**config.mk**
```make
export PLATFORM = sky130hd
export DESIGN_NAME = alu_arbiter
export DESIGN_NICKNAME = d
export VERILOG_FILES = /design/src/rtl/alu_arbiter.sv
export SDC_FILE = /design/constraint.sdc
export NUM_CORES = 1
export LEC_CHECK = 0
export BUFFER_PORTS_ARGS = -buffer_cell sky130_fd_sc_hd__clkbuf_2
export CAP_MARGIN = 20
export CORE_MARGIN = 2
export CORE_UTILIZATION = 47
export CTS_BUF_LIST = sky130_fd_sc_hd__clkbuf_16
export DETAILED_ROUTE_END_ITERATION = 6
export GPL_TIMING_DRIVEN = 0
export PLACE_DENSITY = 0.83
export SYNTH_ARGS = -nofsm -noshare
export SYNTH_HDL_FRONTEND = slang
export SYNTH_SLANG_ARGS = --single-unit
```
**constraint.sdc**
```tcl
create_clock -name clk_i -period 4.2 [get_ports clk_i]
set_input_delay 0.21 -clock clk_i [delete_from_list [all_inputs] [get_ports clk_i]]
set_output_delay 0.21 -clock clk_i [all_outputs]
set_load 0.05 [all_outputs]
```
**src/rtl/alu_arbiter.sv**
```systemverilog
// alu_arbiter: shares one 8-bit ALU between two requesters.
// Accepts one operation at a time over valid/ready, grants round-robin under
// contention, holds registered operands/select on the ALU for SETTLE_CYCLES
// edges, then captures RESULT/ZERO into a response register held until consumed.
// Ports:
//   clk_i, reset_i                 clock, synchronous active-high reset
//   req_valid{0,1}_i / req_ready{0,1}_o   request handshake per requester
//   req_data1_{0,1}_i, req_data2_{0,1}_i, req_select{0,1}_i  operation payload
//   alu_data1_o, alu_data2_o, alu_select_o  registered ALU inputs
//   alu_result_i, alu_zero_i       ALU outputs
//   rsp_valid_o / rsp_ready_i      response handshake
//   rsp_id_o, rsp_result_o, rsp_zero_o     response payload
//   busy_o                         registered, high whenever not idle
module alu_arbiter #(
  parameter int unsigned SETTLE_CYCLES = 2
) (
  input  logic       clk_i,
  input  logic       reset_i,
  input  logic       req_valid0_i,
  input  logic       req_valid1_i,
  output logic       req_ready0_o,
  output logic       req_ready1_o,
  input  logic [7:0] req_data1_0_i,
  input  logic [7:0] req_data2_0_i,
  input  logic [7:0] req_data1_1_i,
  input  logic [7:0] req_data2_1_i,
  input  logic [2:0] req_select0_i,
  input  logic [2:0] req_select1_i,
  output logic [7:0] alu_data1_o,
  output logic [7:0] alu_data2_o,
  output logic [2:0] alu_select_o,
  input  logic [7:0] alu_result_i,
  input  logic       alu_zero_i,
  output logic       rsp_valid_o,
  input  logic       rsp_ready_i,
  output logic       rsp_id_o,
  output logic [7:0] rsp_result_o,
  output logic       rsp_zero_o,
  output logic       busy_o
);

  localparam int unsigned DATA_W = 8;
  localparam int unsigned SEL_W  = 3;
  localparam int unsigned CNT_W  = 4;

  typedef enum logic [1:0] {
    IDLE  = 2'd0,
    ISSUE = 2'd1,
    DONE  = 2'd2
  } state_e;

  state_e             state_q, state_d;
  logic [CNT_W-1:0]   cnt_q, cnt_d;
  logic               last_grant_q, last_grant_d;
  logic [DATA_W-1:0]  alu_data1_q, alu_data1_d;
  logic [DATA_W-1:0]  alu_data2_q, alu_data2_d;
  logic [SEL_W-1:0]   alu_select_q, alu_select_d;
  logic               rsp_valid_q, rsp_valid_d;
  logic               rsp_id_q, rsp_id_d;
  logic [DATA_W-1:0]  rsp_result_q, rsp_result_d;
  logic               rsp_zero_q, rsp_zero_d;
  logic               busy_q, busy_d;

  logic               grant_c;
  logic               accept_c;

  // Round-robin grant: a lone requester wins; under contention the one not served last wins.
  always_comb begin
    grant_c = 1'b0;
    if (req_valid0_i && req_valid1_i) begin
      grant_c = ~last_grant_q;
    end else if (req_valid1_i) begin
      grant_c = 1'b1;
    end
  end

  assign accept_c     = (state_q == IDLE) && (req_valid0_i || req_valid1_i);
  assign req_ready0_o = (state_q == IDLE) && req_valid0_i && !grant_c;
  assign req_ready1_o = (state_q == IDLE) && req_valid1_i &&  grant_c;

  // Next-state and register updates.
  always_comb begin
    state_d      = state_q;
    cnt_d        = cnt_q;
    last_grant_d = last_grant_q;
    alu_data1_d  = alu_data1_q;
    alu_data2_d  = alu_data2_q;
    alu_select_d = alu_select_q;
    rsp_valid_d  = rsp_valid_q;
    rsp_id_d     = rsp_id_q;
    rsp_result_d = rsp_result_q;
    rsp_zero_d   = rsp_zero_q;

    unique case (state_q)
      IDLE: begin
        if (accept_c) begin
          alu_data1_d  = grant_c ? req_data1_1_i : req_data1_0_i;
          alu_data2_d  = grant_c ? req_data2_1_i : req_data2_0_i;
          alu_select_d = grant_c ? req_select1_i : req_select0_i;
          last_grant_d = grant_c;
          rsp_id_d     = grant_c;
          cnt_d        = CNT_W'(SETTLE_CYCLES - 1);
          state_d      = ISSUE;
        end
      end
      ISSUE: begin
        // ALU inputs stay put; capture on the edge where the countdown is exhausted.
        if (cnt_q != '0) begin
          cnt_d = cnt_q - CNT_W'(1);
        end else begin
          rsp_result_d = alu_result_i;
          rsp_zero_d   = alu_zero_i;
          rsp_valid_d  = 1'b1;
          state_d      = DONE;
        end
      end
      DONE: begin
        if (rsp_ready_i) begin
          rsp_valid_d = 1'b0;
          state_d     = IDLE;
        end
      end
      default: begin
        state_d = IDLE;
      end
    endcase

    busy_d = (state_d != IDLE);
  end

  // State register; reset discards any in-flight operation.
  always_ff @(posedge clk_i) begin
    if (reset_i) begin
      state_q      <= IDLE;
      cnt_q        <= '0;
      last_grant_q <= 1'b1;
      alu_data1_q  <= '0;
      alu_data2_q  <= '0;
      alu_select_q <= '0;
      rsp_valid_q  <= 1'b0;
      rsp_id_q     <= 1'b0;
      rsp_result_q <= '0;
      rsp_zero_q   <= 1'b0;
      busy_q       <= 1'b0;
    end else begin
      state_q      <= state_d;
      cnt_q        <= cnt_d;
      last_grant_q <= last_grant_d;
      alu_data1_q  <= alu_data1_d;
      alu_data2_q  <= alu_data2_d;
      alu_select_q <= alu_select_d;
      rsp_valid_q  <= rsp_valid_d;
      rsp_id_q     <= rsp_id_d;
      rsp_result_q <= rsp_result_d;
      rsp_zero_q   <= rsp_zero_d;
      busy_q       <= busy_d;
    end
  end

  assign alu_data1_o  = alu_data1_q;
  assign alu_data2_o  = alu_data2_q;
  assign alu_select_o = alu_select_q;
  assign rsp_valid_o  = rsp_valid_q;
  assign rsp_id_o     = rsp_id_q;
  assign rsp_result_o = rsp_result_q;
  assign rsp_zero_o   = rsp_zero_q;
  assign busy_o       = busy_q;

endmodule

```
==> flow_metrics.tcl <==
set metrics [dict create \
    outcome "finished, final reports clean" \
    grt_overflow_total 0 \
    required_ns 3.99 \
    met1_usage_pct 24.23 \
    yosysTopAreaCellShare_pct 48.10 \
    cts_tree "yes" \
    slew_headroom_pct 59.10 \
    fill_cells 273 \
    cts_root_buf "clkbuf_16" \
    power.total_mw 1.070 \
    drt_first_pass_iters 4 \
    period_needed_ns 1.843 \
    finalHoldViolations 0 \
    core_um2 3284 \
    antenna_cells 0 \
    final_net_count 303 \
    synth_edf_count 0 \
    io_pins 85 \
    drt-initial-drc-count 82 \
    synth_top_area_cell "dfxtp_1" \
    wire_per_inst_um 12.75 \
    synth.most_common_cell "dfxtp_1" \
    synth_area_per_cell_um2 9.884 \
    ctsHoldBuffers 0 \
    utilization_pct 66.59 \
    setup_tns_ns 0 \
    slew_violations 0 \
    hpwlAfterDp_mm 2.863 \
    vdd_ir_drop_max_mv 0.2556 \
    synth_ff_type "dfxtp_1" \
    synth.distinct_cells 31 \
    clk_pin_slew_ns 0.05 \
    synth_common_cells "dfxtp_1, mux2i_1, o2bb2ai_1" \
    timing.rr.end "alu_data1_o[5]" \
    viasPerCell 5.162 \
    globalRouteMet2Util_pct 33.33 \
    ys_seq_elements 38 \
    r2r_start "state_q[0]" \
    syn_area_um2 1582 \
    postCtsSetupBuffers 0 \
    swShare_pct 34.30 \
    dieArea_um2 3845 \
    htree_levels 2 \
    clkSinkCount 38 \
    die_w_um 62.01 \
    die_h_um 62.01 \
    cp.arrival_ns 1.63 \
    gp_congestion 0.7608 \
    antenna_found_initial 0 \
    p_seq_share_pct 39.6 \
    initial_utilization_pct 48.15 \
    crit_fanout 10 \
    grt_max_degree 11 \
    busiest_layer "met2" \
    clkLatencyLatePin_ns 0.27 \
    syn_to_final_growth_pct 38.29 \
    grt_pass1_vias 1378 \
    rows 21 \
    final-seq-area_um2 760.7 \
    setup.worst_path.class "reg2out" \
    crit_path_start_kind "flip-flop" \
    ff2ff_setup_slack_ns 2.57 \
    min_from "alu_result_i[2]" \
    finalSetupViolations 0 \
    hold_end "rsp_result_o[2]" \
    p_leak_nw 1.008 \
    final_antenna_net_count 0 \
    cap_viol_max_count 0 \
    worstMarginPinSlew_ns 0.6113 \
    p_sw_mw 0.3670 \
    p_per_area_nw_per_um2 489.3 \
    num_vias 1528 \
    grt_pass1_wl_mm 5.747 \
    pwr-share-clk_pct 31.6 \
    ff2ff_path_depth 4 \
    worstHoldPathType "in2reg" \
    p_int_mw 0.7031 \
    hold_depth 3 \
    synthCells 160 \
    endpoint_kind "output pin" \
    track_usage_pct 20.35 \
    port_buffers 83 \
    ys_seq_area_share_pct 48.10 \
    multi_input_area_um2 767.0 \
    cts-resized-gates 0 \
    synth_fp_nets 213 \
    async_flop_share_pct 0 \
    comb_power_share_pct 28.8 \
    gr-usage-met3_pct 6.625 \
    drive_gt1_share_pct 39.20 \
    clock_path_buffers 2 \
    drc 0 \
    yosys_warnings 0 \
    cts-buffers-inserted 5 \
    skew_ns 0.002458 \
    rsz0062_at_grt "no" \
    clock.fmax_mhz 542.7 \
    fin_crit_sh_pct 43.87 \
    synthTopCellsByArea "dfxtp_1, mux2i_1, o2bb2ai_1" \
    finalWirelength_mm 3.775 \
]
## registers in the layout, summed over array words and instances (netlist names), 2 cells and up
register,count
cnt_q,4
alu_data2_o,8
rsp_result_o,8
alu_select_o,3
alu_data1_o,8
state_q,2
## metrics by stage
stage                     area [um2]  hold WS [ns]  cells  setup WS, ns
after detailed placement        2054        0.4458    289         2.599
after CTS                       2187        0.1681    296         2.359
final                           2187        0.1672    296         2.357
after floorplan                 1582        0.3577    160         2.577
after global routing            2187        0.1780    296         2.257
after global placement          2054        0.4449    289         2.617
## layout make-up
cell class	count	share of cell area (%)
Buffer	9	1.773
Clock buffer	5	5.721
Clock inverter	2	0.3432
Inverter	4	0.6865
Multi-Input combinational cell	109	35.07
Sequential cell	38	34.78
Tap cell	46	2.632
Timing Repair Buffer	83	18.99
## worst max-delay path: stages, from the launching register on
cell and delay [ns]:
dfxtp_1 0.32, a21boi_1 0.23, buf_2 0.33, nand2_1 0.12, inv_1 0.07, clkbuf_2 0.27
## layer usage
| metal | vias up | wire length, um |
|---|---|---|
| li1 | 772 | - |
| met1 | 699 | 1641 |
| met2 | 52 | 1792 |
| met3 | 5 | 287 |
| met4 | 0 | 53 |
| met5 | - | 0 |
## power by group through the flow
stage          Combinational (mW)  Sequential, mW  Clock [mW]
5_1_grt                     0.329           0.430       0.357
3_3_place_gp                0.304           0.430           0
6_report                    0.308           0.424       0.338
2_1_floorplan               0.110           0.545           0
3_5_place_dp                0.308           0.430           0
4_1_cts                     0.309           0.424       0.342
## cell usage in the layout, fill, tap and decap left out, types with 2 or more instances in the layout
master / count
o21ai_0: 11
or3_1: 2
o2bb2ai_1: 19
buf_2: 4
clkbuf_2: 83
nand3_1: 9
nand3b_1: 2
or2_2: 4
nor2_1: 5
dfxtp_1: 38
clkbuf_16: 5
a21oi_1: 16
clkbuf_1: 4
nand2_1: 5
mux2i_1: 19
a21boi_1: 2
inv_1: 6
## logic make-up (layout without fill, tap and decap cells)
logic type / after synthesis / after routing / synth area share (%)
buffers and inverters: 13 / 103 / 3.401
AND/OR/NAND/NOR: 35 / 35 / 12.58
adder cells (fa/ha/maj): 1 / 1 / 0.7910
flip-flops: 38 / 38 / 48.10
AO/OA/AOI/OAI: 54 / 54 / 23.10
multiplexers: 19 / 19 / 12.03
## worst max path at each step
stage | from | endpoint | slack, ns | cells after the start
final | last_grant_q | req_ready1_o | 2.36 | 5
after global routing | state_q[0] | req_ready0_o | 2.26 | 4
after CTS | last_grant_q | req_ready1_o | 2.36 | 5
after detailed placement | state_q[0] | alu_data1_o[5] | 2.60 | 4
after global placement | req_valid1_i | req_ready1_o | 2.62 | 6
after floorplan | state_q[0] | req_ready0_o | 2.58 | 3
(Power assumes the default switching activity.)
